**src/rtl/dctq_rle_pkg.sv**
```systemverilog
// Shared constants, widths and FSM encoding for the DCT-coefficient run-length coder.
// The optional DC-differential mode is selected with DCTQ_RLE_DCDIFF_EN.
package dctq_rle_pkg;

  localparam int BLK_SIZE = 64;
  localparam int ADDR_W   = 6;
  localparam int COEF_W   = 9;
  localparam int RUN_W    = 4;
  localparam int LEVEL_W  = 10;
  localparam int CNT_W    = 6;

  typedef enum logic [2:0] {
    IDLE = 3'd0,
    SCAN = 3'd1,
    ZRL  = 3'd2,
    EMIT = 3'd3,
    EOB  = 3'd4
  } state_t;

endpackage

```
**src/rtl/dctq_rle_if.sv**
```systemverilog
// Coefficient input and token output bundle of dctq_rle.
// master = upstream source plus token sink; slave = the coder.
interface dctq_rle_if;
  import dctq_rle_pkg::*;

  logic signed [COEF_W-1:0]  dctq;
  logic                      dctq_valid;
  logic        [ADDR_W-1:0]  addr;
  logic                      hold;
  logic        [RUN_W-1:0]   rl_run;
  logic signed [LEVEL_W-1:0] rl_level;
  logic                      rl_eob;
  logic                      rl_valid;
  logic                      rl_ready;

  modport master (
    output dctq, dctq_valid, addr, rl_ready,
    input  hold, rl_run, rl_level, rl_eob, rl_valid
  );

  modport slave (
    input  dctq, dctq_valid, addr, rl_ready,
    output hold, rl_run, rl_level, rl_eob, rl_valid
  );

endinterface

```
**src/rtl/dctq_zigzag_rom.sv**
```systemverilog
// Combinational map from zigzag scan index to raster address (row*8+col) of an 8x8 block.
module dctq_zigzag_rom
  import dctq_rle_pkg::*;
(
  input  logic [ADDR_W-1:0] zz_idx,
  output logic [ADDR_W-1:0] raster_addr
);

  localparam logic [ADDR_W-1:0] ZZ_TAB [BLK_SIZE] = '{
    6'd0,  6'd1,  6'd8,  6'd16, 6'd9,  6'd2,  6'd3,  6'd10,
    6'd17, 6'd24, 6'd32, 6'd25, 6'd18, 6'd11, 6'd4,  6'd5,
    6'd12, 6'd19, 6'd26, 6'd33, 6'd40, 6'd48, 6'd41, 6'd34,
    6'd27, 6'd20, 6'd13, 6'd6,  6'd7,  6'd14, 6'd21, 6'd28,
    6'd35, 6'd42, 6'd49, 6'd56, 6'd57, 6'd50, 6'd43, 6'd36,
    6'd29, 6'd22, 6'd15, 6'd23, 6'd30, 6'd37, 6'd44, 6'd51,
    6'd58, 6'd59, 6'd52, 6'd45, 6'd38, 6'd31, 6'd39, 6'd46,
    6'd53, 6'd60, 6'd61, 6'd54, 6'd47, 6'd55, 6'd62, 6'd63
  };

  assign raster_addr = ZZ_TAB[zz_idx];

endmodule

```
**src/rtl/dctq_rle.sv**
```systemverilog
// Ping-pong buffered zigzag run-length coder for 8x8 quantized DCT blocks.
// Define DCTQ_RLE_DCDIFF_EN to code the DC token as the difference from the previous block's DC.
module dctq_rle
  import dctq_rle_pkg::*;
(
  input  logic     clk,
  input  logic     reset_n,
  dctq_rle_if.slave bus
);

  localparam logic [ADDR_W-1:0] LAST_IDX = ADDR_W'(BLK_SIZE - 1);
  localparam logic [CNT_W-1:0]  ZRL_LEN  = CNT_W'(16);

  logic signed [COEF_W-1:0]  mem [2*BLK_SIZE];
  logic signed [COEF_W-1:0]  rd_data_p1;
  logic        [ADDR_W-1:0]  rd_idx;
  logic        [ADDR_W-1:0]  rd_addr;
  logic        [ADDR_W-1:0]  cur_idx;
  logic                      wsel;
  logic                      rsel;
  logic        [1:0]         full;
  logic                      hold_q;
  state_t                    state;
  logic        [CNT_W-1:0]   run;
  logic signed [LEVEL_W-1:0] pend_level;
  logic                      last;
  logic        [RUN_W-1:0]   rl_run_q;
  logic signed [LEVEL_W-1:0] rl_level_q;
  logic                      rl_eob_q;
  logic                      rl_valid_q;
  logic                      wr_en;
  logic                      fill;
  logic                      hs;
  logic                      rel;
`ifdef DCTQ_RLE_DCDIFF_EN
  logic signed [COEF_W-1:0]  prev_dc;
`endif

  function automatic logic signed [LEVEL_W-1:0] sext_level(input logic signed [COEF_W-1:0] v);
    return {{(LEVEL_W-COEF_W){v[COEF_W-1]}}, v};
  endfunction

  assign wr_en = bus.dctq_valid && !hold_q;
  assign fill  = wr_en && (bus.addr == LAST_IDX);
  assign hs    = rl_valid_q && bus.rl_ready;
  assign rel   = hs && ((state == EOB) || ((state == EMIT) && last));

  // rd_data_p1 always holds the coefficient at cur_idx while scanning; SCAN prefetches the next one.
  always_comb begin
    rd_idx = cur_idx;
    if (state == IDLE)
      rd_idx = '0;
    else if (state == SCAN)
      rd_idx = cur_idx + ADDR_W'(1);
  end

  dctq_zigzag_rom u_zigzag (
    .zz_idx      (rd_idx),
    .raster_addr (rd_addr)
  );

  // Stage p0 -> p1: bank write port and registered read port
  always_ff @(posedge clk) begin
    if (wr_en)
      mem[{wsel, bus.addr}] <= bus.dctq;
    rd_data_p1 <= mem[{rsel, rd_addr}];
  end

  // A release in the same cycle as a fill frees the other bank, so it overrides raising hold.
  always_ff @(posedge clk or negedge reset_n) begin
    if (!reset_n) begin
      wsel   <= 1'b0;
      rsel   <= 1'b0;
      full   <= '0;
      hold_q <= 1'b0;
    end else begin
      if (fill) begin
        full[wsel] <= 1'b1;
        wsel       <= ~wsel;
      end
      if (rel) begin
        full[rsel] <= 1'b0;
        rsel       <= ~rsel;
      end
      if (rel)
        hold_q <= 1'b0;
      else if (fill && full[~wsel])
        hold_q <= 1'b1;
    end
  end

  always_ff @(posedge clk or negedge reset_n) begin
    if (!reset_n) begin
      state      <= IDLE;
      cur_idx    <= '0;
      run        <= '0;
      pend_level <= '0;
      last       <= 1'b0;
      rl_run_q   <= '0;
      rl_level_q <= '0;
      rl_eob_q   <= 1'b0;
      rl_valid_q <= 1'b0;
`ifdef DCTQ_RLE_DCDIFF_EN
      prev_dc    <= '0;
`endif
    end else begin
      case (state)
        IDLE: begin
          cur_idx <= '0;
          run     <= '0;
          if (full[rsel])
            state <= SCAN;
        end
        SCAN: begin
          cur_idx <= cur_idx + ADDR_W'(1);
          last    <= (cur_idx == LAST_IDX);
          if (cur_idx == '0) begin
            rl_run_q   <= '0;
`ifdef DCTQ_RLE_DCDIFF_EN
            rl_level_q <= sext_level(rd_data_p1) - sext_level(prev_dc);
`else
            rl_level_q <= sext_level(rd_data_p1);
`endif
            rl_eob_q   <= 1'b0;
            rl_valid_q <= 1'b1;
            state      <= EMIT;
          end else if (rd_data_p1 == '0) begin
            if (cur_idx == LAST_IDX) begin
              rl_run_q   <= '0;
              rl_level_q <= '0;
              rl_eob_q   <= 1'b1;
              rl_valid_q <= 1'b1;
              run        <= '0;
              state      <= EOB;
            end else begin
              run <= run + CNT_W'(1);
            end
          end else if (run[CNT_W-1:RUN_W] != '0) begin
            rl_run_q   <= '1;
            rl_level_q <= '0;
            rl_eob_q   <= 1'b0;
            rl_valid_q <= 1'b1;
            run        <= run - ZRL_LEN;
            pend_level <= sext_level(rd_data_p1);
            state      <= ZRL;
          end else begin
            rl_run_q   <= run[RUN_W-1:0];
            rl_level_q <= sext_level(rd_data_p1);
            rl_eob_q   <= 1'b0;
            rl_valid_q <= 1'b1;
            run        <= '0;
            state      <= EMIT;
          end
        end
        ZRL: begin
          if (hs) begin
            if (run[CNT_W-1:RUN_W] != '0) begin
              run <= run - ZRL_LEN;
            end else begin
              rl_run_q   <= run[RUN_W-1:0];
              rl_level_q <= pend_level;
              run        <= '0;
              state      <= EMIT;
            end
          end
        end
        EMIT: begin
          if (hs) begin
            rl_valid_q <= 1'b0;
            state      <= last ? IDLE : SCAN;
`ifdef DCTQ_RLE_DCDIFF_EN
            // Only the DC token leaves cur_idx at 1; level is dc - prev_dc, so adding it back recovers dc.
            if (cur_idx == ADDR_W'(1))
              prev_dc <= prev_dc + rl_level_q[COEF_W-1:0];
`endif
          end
        end
        EOB: begin
          if (hs) begin
            rl_valid_q <= 1'b0;
            state      <= IDLE;
          end
        end
        default: state <= IDLE;
      endcase
    end
  end

  assign bus.hold     = hold_q;
  assign bus.rl_run   = rl_run_q;
  assign bus.rl_level = rl_level_q;
  assign bus.rl_eob   = rl_eob_q;
  assign bus.rl_valid = rl_valid_q;

endmodule

```
**src/flat_wrapper.sv**
```systemverilog
// flat-port wrapper written by rule: the top's interface ports become plain ports
module dctq_rle_flat import dctq_rle_pkg::*;
  (clk, reset_n, bus_dctq, bus_dctq_valid, bus_addr, bus_rl_ready, bus_hold, bus_rl_run, bus_rl_level, bus_rl_eob, bus_rl_valid);
  dctq_rle_if bus_i ();
  input  logic clk;
  input  logic reset_n;
  input wire logic [$bits(bus_i.dctq)-1:0] bus_dctq;
  input wire logic [$bits(bus_i.dctq_valid)-1:0] bus_dctq_valid;
  input wire logic [$bits(bus_i.addr)-1:0] bus_addr;
  input wire logic [$bits(bus_i.rl_ready)-1:0] bus_rl_ready;
  output wire logic [$bits(bus_i.hold)-1:0] bus_hold;
  output wire logic [$bits(bus_i.rl_run)-1:0] bus_rl_run;
  output wire logic [$bits(bus_i.rl_level)-1:0] bus_rl_level;
  output wire logic [$bits(bus_i.rl_eob)-1:0] bus_rl_eob;
  output wire logic [$bits(bus_i.rl_valid)-1:0] bus_rl_valid;
  assign bus_i.dctq = bus_dctq;
  assign bus_i.dctq_valid = bus_dctq_valid;
  assign bus_i.addr = bus_addr;
  assign bus_i.rl_ready = bus_rl_ready;
  assign bus_hold = bus_i.hold;
  assign bus_rl_run = bus_i.rl_run;
  assign bus_rl_level = bus_i.rl_level;
  assign bus_rl_eob = bus_i.rl_eob;
  assign bus_rl_valid = bus_i.rl_valid;
  dctq_rle u_core (.clk(clk), .reset_n(reset_n), .bus(bus_i));
endmodule
```
**config.mk**
```make
export PLATFORM = sky130hd
export DESIGN_NAME = dctq_rle_flat
export DESIGN_NICKNAME = d
export VERILOG_FILES = /design/src/rtl/dctq_rle_pkg.sv /design/src/rtl/dctq_rle_if.sv /design/src/rtl/dctq_zigzag_rom.sv /design/src/rtl/dctq_rle.sv /design/src/flat_wrapper.sv
export SDC_FILE = /design/constraint.sdc
export NUM_CORES = 2
export LEC_CHECK = 0
export BUFFER_PORTS_ARGS = -buffer_cell sky130_fd_sc_hd__buf_4
export CAP_MARGIN = 20
export CELL_PAD_IN_SITES_DETAIL_PLACEMENT = 0
export CELL_PAD_IN_SITES_GLOBAL_PLACEMENT = 2
export CORE_MARGIN = 5
export CORE_UTILIZATION = 28
export DETAILED_ROUTE_END_ITERATION = 6
export GPL_ROUTABILITY_DRIVEN = 1
export HOLD_SLACK_MARGIN = 0.12
export MAX_ROUTING_LAYER = met4
export PLACE_DENSITY = 0.63
export SYNTH_ARGS = -nofsm -noshare
export SYNTH_HDL_FRONTEND = slang
export SYNTH_SLANG_ARGS = --single-unit
```
**constraint.sdc**
```tcl
create_clock -name clk -period 5.7 [get_ports clk]
set_input_delay 0.57 -clock clk [delete_from_list [all_inputs] [get_ports clk]]
set_output_delay 0.57 -clock clk [all_outputs]
set_load 0.01 [all_outputs]
```
Word-level counts from Yosys, hierarchy flattened
Memories as Yosys holds them, arrays and structs flattened. A register that Yosys moved wholly into a read port is not among the register bits.
Cells that the tools add are included.
{ "word_totals": {"ff_bits": 46, "ram_bits": 1152, "romBits": 384, "wordCells": 130, "mem_count": 2} }
{ "mem_list": {"columns": ["name", "words", "word_bits", "read_ports", "rd_ports_with_merged_regs", "wr", "line", "source"], "rows": [
  ["u_core.mem", 128, 9, 1, 1, 1, "dctq_rle.sv:14", "logic signed [COEF_W-1:0] mem [2*BLK_SIZE];"],
  ["(name not given)", 64, 6, 1, 0, 0, "dctq_zigzag_rom.sv:20", "assign raster_addr = ZZ_TAB[zz_idx];"]
]} }
{ "classes": {"n_addsub": 3, "order_cmp": 6, "n_eq_ne": 15, "n_mux": 57, "n_bitwise": 8, "n_reduce_logical": 26} }
{ "ops": {"columns": ["operator", "count"], "rows": [
  ["2-to-1 mux 10 bit", 6],
  ["2-to-1 mux 6 bit", 9],
  ["2-to-1 mux 3 bit", 8],
  ["2-to-1 mux 4 bit", 6],
  ["one-hot mux 10 bit (2 select lines)", 1],
  ["2-to-1 mux 1 bit", 18],
  ["one-hot mux 6 bit (3 select lines)", 1],
  ["one-hot mux 3 bit (5 select lines)", 1],
  ["adder 6 x 1 -> 6 bit (second input constant)", 2],
  ["== test 6 bit (second input constant)", 2],
  ["one-hot mux 6 bit (2 select lines)", 1],
  ["nonzero test 2 bit", 5],
  ["zero test 9 bit", 1],
  ["logical AND 1 bit", 8],
  ["inequality test 2 x 1 -> 1 bit (second input constant)", 4],
  ["one-hot mux 4 bit (2 select lines)", 1],
  ["AND reduction 4 bit", 2],
  ["greater-or-equal comparator 7 bit (second input constant)", 1],
  ["inverter 6 -> 7 bit", 1],
  ["== test 3 x 2 -> 1 bit (second input constant)", 2],
  ["zero test 6 bit", 1],
  ["< comparator 1 x 2 -> 1 bit (second input constant)", 3],
  ["inequality test 2 bit (second input constant)", 3],
  ["AND reduction 3 bit", 2],
  ["20 further kinds", 26]
]} }

Longest topological paths before layout
{ "logic_depth": {"ltp_word": 8, "mapped_depth": 23, "depth_no_buf": 17} }

Hierarchy
From an unflattened synthesis, not the netlist that was laid out.
{ "unflattened": {"hier_cells": 2144, "hier_area_um2": 47615.7} }
{ "by_module_without_submodules": {"columns": ["mod", "n_inst", "cells_each", "area_each_um2"], "rows": [
  ["dctq_rle", 1, 2036, 46818.7],
  ["dctq_zigzag_rom", 1, 108, 797.0]
]} }

Worst setup path after synthesis
No wires, ideal clock.
{ "synth_timing": {"path_kind": "reg2reg", "startpoint": "register u_core.state[1]", "endpoint": "register u_core.rd_data_p1[0], read port of u_core.mem", "setup_ps": 91, "arrival_time_ps": 4980, "path_slack_ps": 629, "path_stages_with_launch": 23, "synth_period_minus_slack_ps": 5071, "path_cell_list": "dfrtp_1 or3b_1 buf_2 inv_2 ha_1 clkbuf_1 a21oi_1 inv_1 ha_1 or3_1 mux4_2 o221ai_1 o31ai_1 o32a_1 nand2_1 buf_2 nor2_2 buf_2 buf_2 nand2_1 a21oi_1 or4_1 a311oi_1"} }
{ "synth_between": {"elab_chain_len": 7, "elab_cells_between_ends": 8} }
{ "synth_rtl": {"columns": ["element", "line", "source"], "rows": [
  ["from (decl)", "dctq_rle.sv:23", "state_t state;"],
  ["from (signal assigned)", "dctq_rle.sv:170", "state <= last ? IDLE : SCAN;"],
  ["== test 3 x 1 -> 1 bit", "dctq_rle.sv:53", "else if (state == SCAN)"],
  ["2-to-1 mux 6 bit", "dctq_rle.sv:53", null],
  ["2-to-1 mux 6 bit *", "dctq_rle.sv:51", "if (state == IDLE)"],
  ["inverter 6 -> 7 bit (not written as such) *", "dctq_zigzag_rom.sv:20", null],
  ["memory (64 x 6 bit) *", null, null],
  ["2-to-1 mux 6 bit (not written as such) * (2 in series)", "dctq_zigzag_rom.sv:20", null],
  ["to (decl)", "dctq_rle.sv:15", "logic signed [COEF_W-1:0] rd_data_p1;"]
]} }
Every way passes the cells marked *; elsewhere a longest branch is shown, timed or not. The select of a mux whose other input is x is not followed.
A chain may end at the register's enable or synchronous reset.

Worst setup path after layout
{ "layout_timing": {"startpoint": "register u_core.state[1]", "endpoint": "register u_core.rd_data_p1[4], read port of u_core.mem"} }
Same word-level chain as after synthesis.

==> impl_metrics.ini <==
[sta]
min_period_ns = 5.56
slew_viol_final = 0
rsz0062_at_grt = no
setup_violations = 0
slew-limit-headroom = 0.238
fin_crit_sh = 0.975
fin_skew_ns = 0.0336
tightest_slew_ns = 1.14
finalHoldViolations = 0
fmax_ghz = 0.180
layout_setup_ws_ns = 0.142

[cts]
tritoncts = built
clockBufferDepth = 3
cts-buffers-inserted = 135
post_cts_buffers = 0
insertion_delay_ns = 0.77
clkTransAtPathRegs_ns = 0.06
cts_sinks = 1206
htreeDepth = 4
root_buffer = clkbuf_16

[yosys]
synth.largest_area_cell = edfxtp_1
synthCells = 3520
async_flop_share = 0.0373
synth_top_cell_area_share = 0.698
ys_warn_count = 0
synth-edff-count = 1152
synth_nets = 3554
ys_seq_elements = 1206
ys_types = 82
netlist_area_mm2 = 0.0496
syn_area_per_cell_um2 = 14.1
ys_seq_area_frac = 0.724
synthFlopType = edfxtp_1
synth_area_leaders = edfxtp_1 70%, mux2i_1 5.1%, nand2_1 4.4%

[place]
placedCellCount = 5839
portBuffers = 35
routabilityCongestion = 0.827
hpwl_mm = 95.1
pre_cts_ws_ns = -0.0150

[pwr]
vdd_drop_max_uv = 228
p_leak_nw = 19.9
p_per_area_mw_per_mm2 = 318

[layout]
multi_input_area_mm2 = 0.0125
stdcell_count = 6083
syn2layout_area_growth_pct = 16.0
n_fill_cell = 17393
finalNetCount = 3672
ff_latch_area_mm2 = 0.0359
drive_gt1_frac = 0.118

[floorplan]
floorplan.initialDensity = 0.282
ios = 36
die_area_mm2 = 0.186
die_w_um = 431
die_h_um = 431
num_rows = 154
core_area_mm2 = 0.176

[hold_path]
hp-start = bus_addr[3]
whs_path_depth = 4
timing.hold.worst.class = input port to register
holdPathEnd = u_core.wsel

[route]
drt_iter0_drc = 2786
drc_errors = 0
ant_nets = 0
wire_per_inst_um = 25.0
vias = 30201
dr.pass1.iters = 6
vias_per_cell = 4.96
totalWireLength_mm = 152

[setup_path]
r2r-start = u_core.state[1]
cp-end-kind = register
reg2reg_to = u_core.rd_data_p1[4]
critPathMaxFanout = 9
r2r_slack_ns = 0.14
crit_type = register to register
worstRegToRegCells = 19
worstPathRequired_ns = 6.34
cp_data_arrival_time_ns = 6.20
worstSetupStartpointType = register

[global_route]
grt_pass1_wl_mm = 219
antenna_found_initial = 6
grt_start_max_net_pins = 92
first_global_vias = 29141
grt_remaining_overflow = 0
grtUsageTotal = 0.165

[status]
status = finished, final reports clean

[run]
drv_cap = 0
-- repair_timing --
| action | 4_1_cts | 5_1_grt |
|---|---|---|
| setup endpoints to repair | 3 | 1 |
| gates resized for setup | 1 | 1 |
| endpoints found under the hold margin | 46 | 0 |
| hold buffers | 2 | 0 |
-- critical path, stage by stage (launching register included) --
cell,delay [ns]
dfrtp_1,0.38
or3b_1,0.41
inv_2,0.11
ha_1,0.25
a21oi_1,0.18
inv_1,0.09
ha_1,0.19
or3_1,0.33
mux4_2,0.47
o221ai_1,0.21
o31ai_1,0.11
o32a_1,0.25
and2_0,0.35
buf_4,0.29
nor4_2,0.55
buf_4,0.27
o21ai_0,0.19
o2111ai_1,0.35
or4_1,0.34
a311oi_1,0.08
-- cell usage in the layout (no fill, tap or decap), types with 29 or more instances in the layout --
cell type / instances
a32oi_1: 39
nor2_1: 230
a21oi_1: 41
a211oi_1: 113
mux2_2: 31
dfrtp_1: 45
a22oi_1: 53
o21ai_0: 75
nand2_1: 575
inv_1: 66
clkbuf_16: 140
mux2i_1: 255
edfxtp_1: 1152
clkinv_1: 43
buf_4: 155
nand3_1: 204
and3_1: 29
nand4_1: 93
-- per-stage QoR --
step	hold slack, ns	total power, W	utilization	setup TNS [ns]	instance area, um^2
finish	0.247	0.0183	0.327	0	57500
global route	0.235	0.0189	0.327	0	57500
CTS	0.175	0.0185	0.326	0	57500
detailed placement	0.477	0.0103	0.303	-0.0277	53300
global placement	0.483	0.0103	0.303	-0.0960	53300
floorplan	0.274	0.0100	-	0	49600
-- how the worst max path moves through the flow --
stage | from | end
final | u_core.state[1] | u_core.rd_data_p1[4]
after global placement | u_core.state[1] | u_core.rd_data_p1[4]
after detailed placement | u_core.state[1] | u_core.rd_data_p1[1]
after global routing | u_core.state[1] | u_core.rd_data_p1[0]
after CTS | u_core.state[1] | u_core.rd_data_p1[0]
after floorplan | u_core.state[1] | u_core.rd_data_p1[0]
-- power by group --
part | total [W] | leakage [nW] | switching (W) | internal [W]
logic | 0.000301 | 6.89 | 0.000268 | 0.0000329
clock network | 0.00823 | 2.01 | 0.00355 | 0.00468
registers | 0.00977 | 11.0 | 0.0000161 | 0.00975
-- final cells by class --
| class | count | area share |
|---|---|---|
| repair buffers | 191 | 0.0310 |
| well taps | 2340 | 0.0509 |
| inverters | 69 | 0.00453 |
| diodes | 1 | 0.0000435 |
| clock buffers | 163 | 0.0628 |
| multi-input cells | 2035 | 0.217 |
| clock inverters | 78 | 0.00892 |
| flip-flops and latches | 1206 | 0.624 |
-- logic make-up after synthesis --
family,after synthesis,synth area share
mux,287,0.0590
fa+ha+maj,15,0.00379
compound gates,492,0.0726
buf+inv,279,0.0276
xor+xnor,5,0.000883
simple gates,1236,0.112
flops,1206,0.724
-- registers in the layout (all words and copies together), names as in the netlist --
signal	flops
u_core.pend_level	9
u_core.bus.hold	1
u_core.bus.rl_valid	1
u_core.bus.rl_eob	1
u_core.cur_idx	6
u_core.bus.rl_run	4
u_core.full	2
u_core.rsel	1
u_core.mem	1152
u_core.wsel	1
u_core.last	1
u_core.run	6
u_core.state	3
u_core.rd_data_p1	9
u_core.bus.rl_level	9
-- routing by layer --
metal | track usage | vias up | share of wire
li1 | - | 13719 | -
met1 | 0.233 | 15446 | 0.47
met2 | 0.253 | 850 | 0.46
met3 | 0.0233 | 186 | 0.051
met4 | 0.0396 | 0 | 0.020
met5 | - | - | 0
-- synth_stat cells, types with 31 or more instances --
library cell,count
a211oi_1,113
a21oi_1,41
a22oi_1,54
a32oi_1,39
buf_2,93
clkbuf_1,73
dfrtp_1,45
edfxtp_1,1152
inv_1,66
mux2_2,31
mux2i_1,255
nand2_1,580
nand3_1,204
nand4_1,93
nor2_1,231
o21ai_0,75
Power figures use the tool's default switching activity.
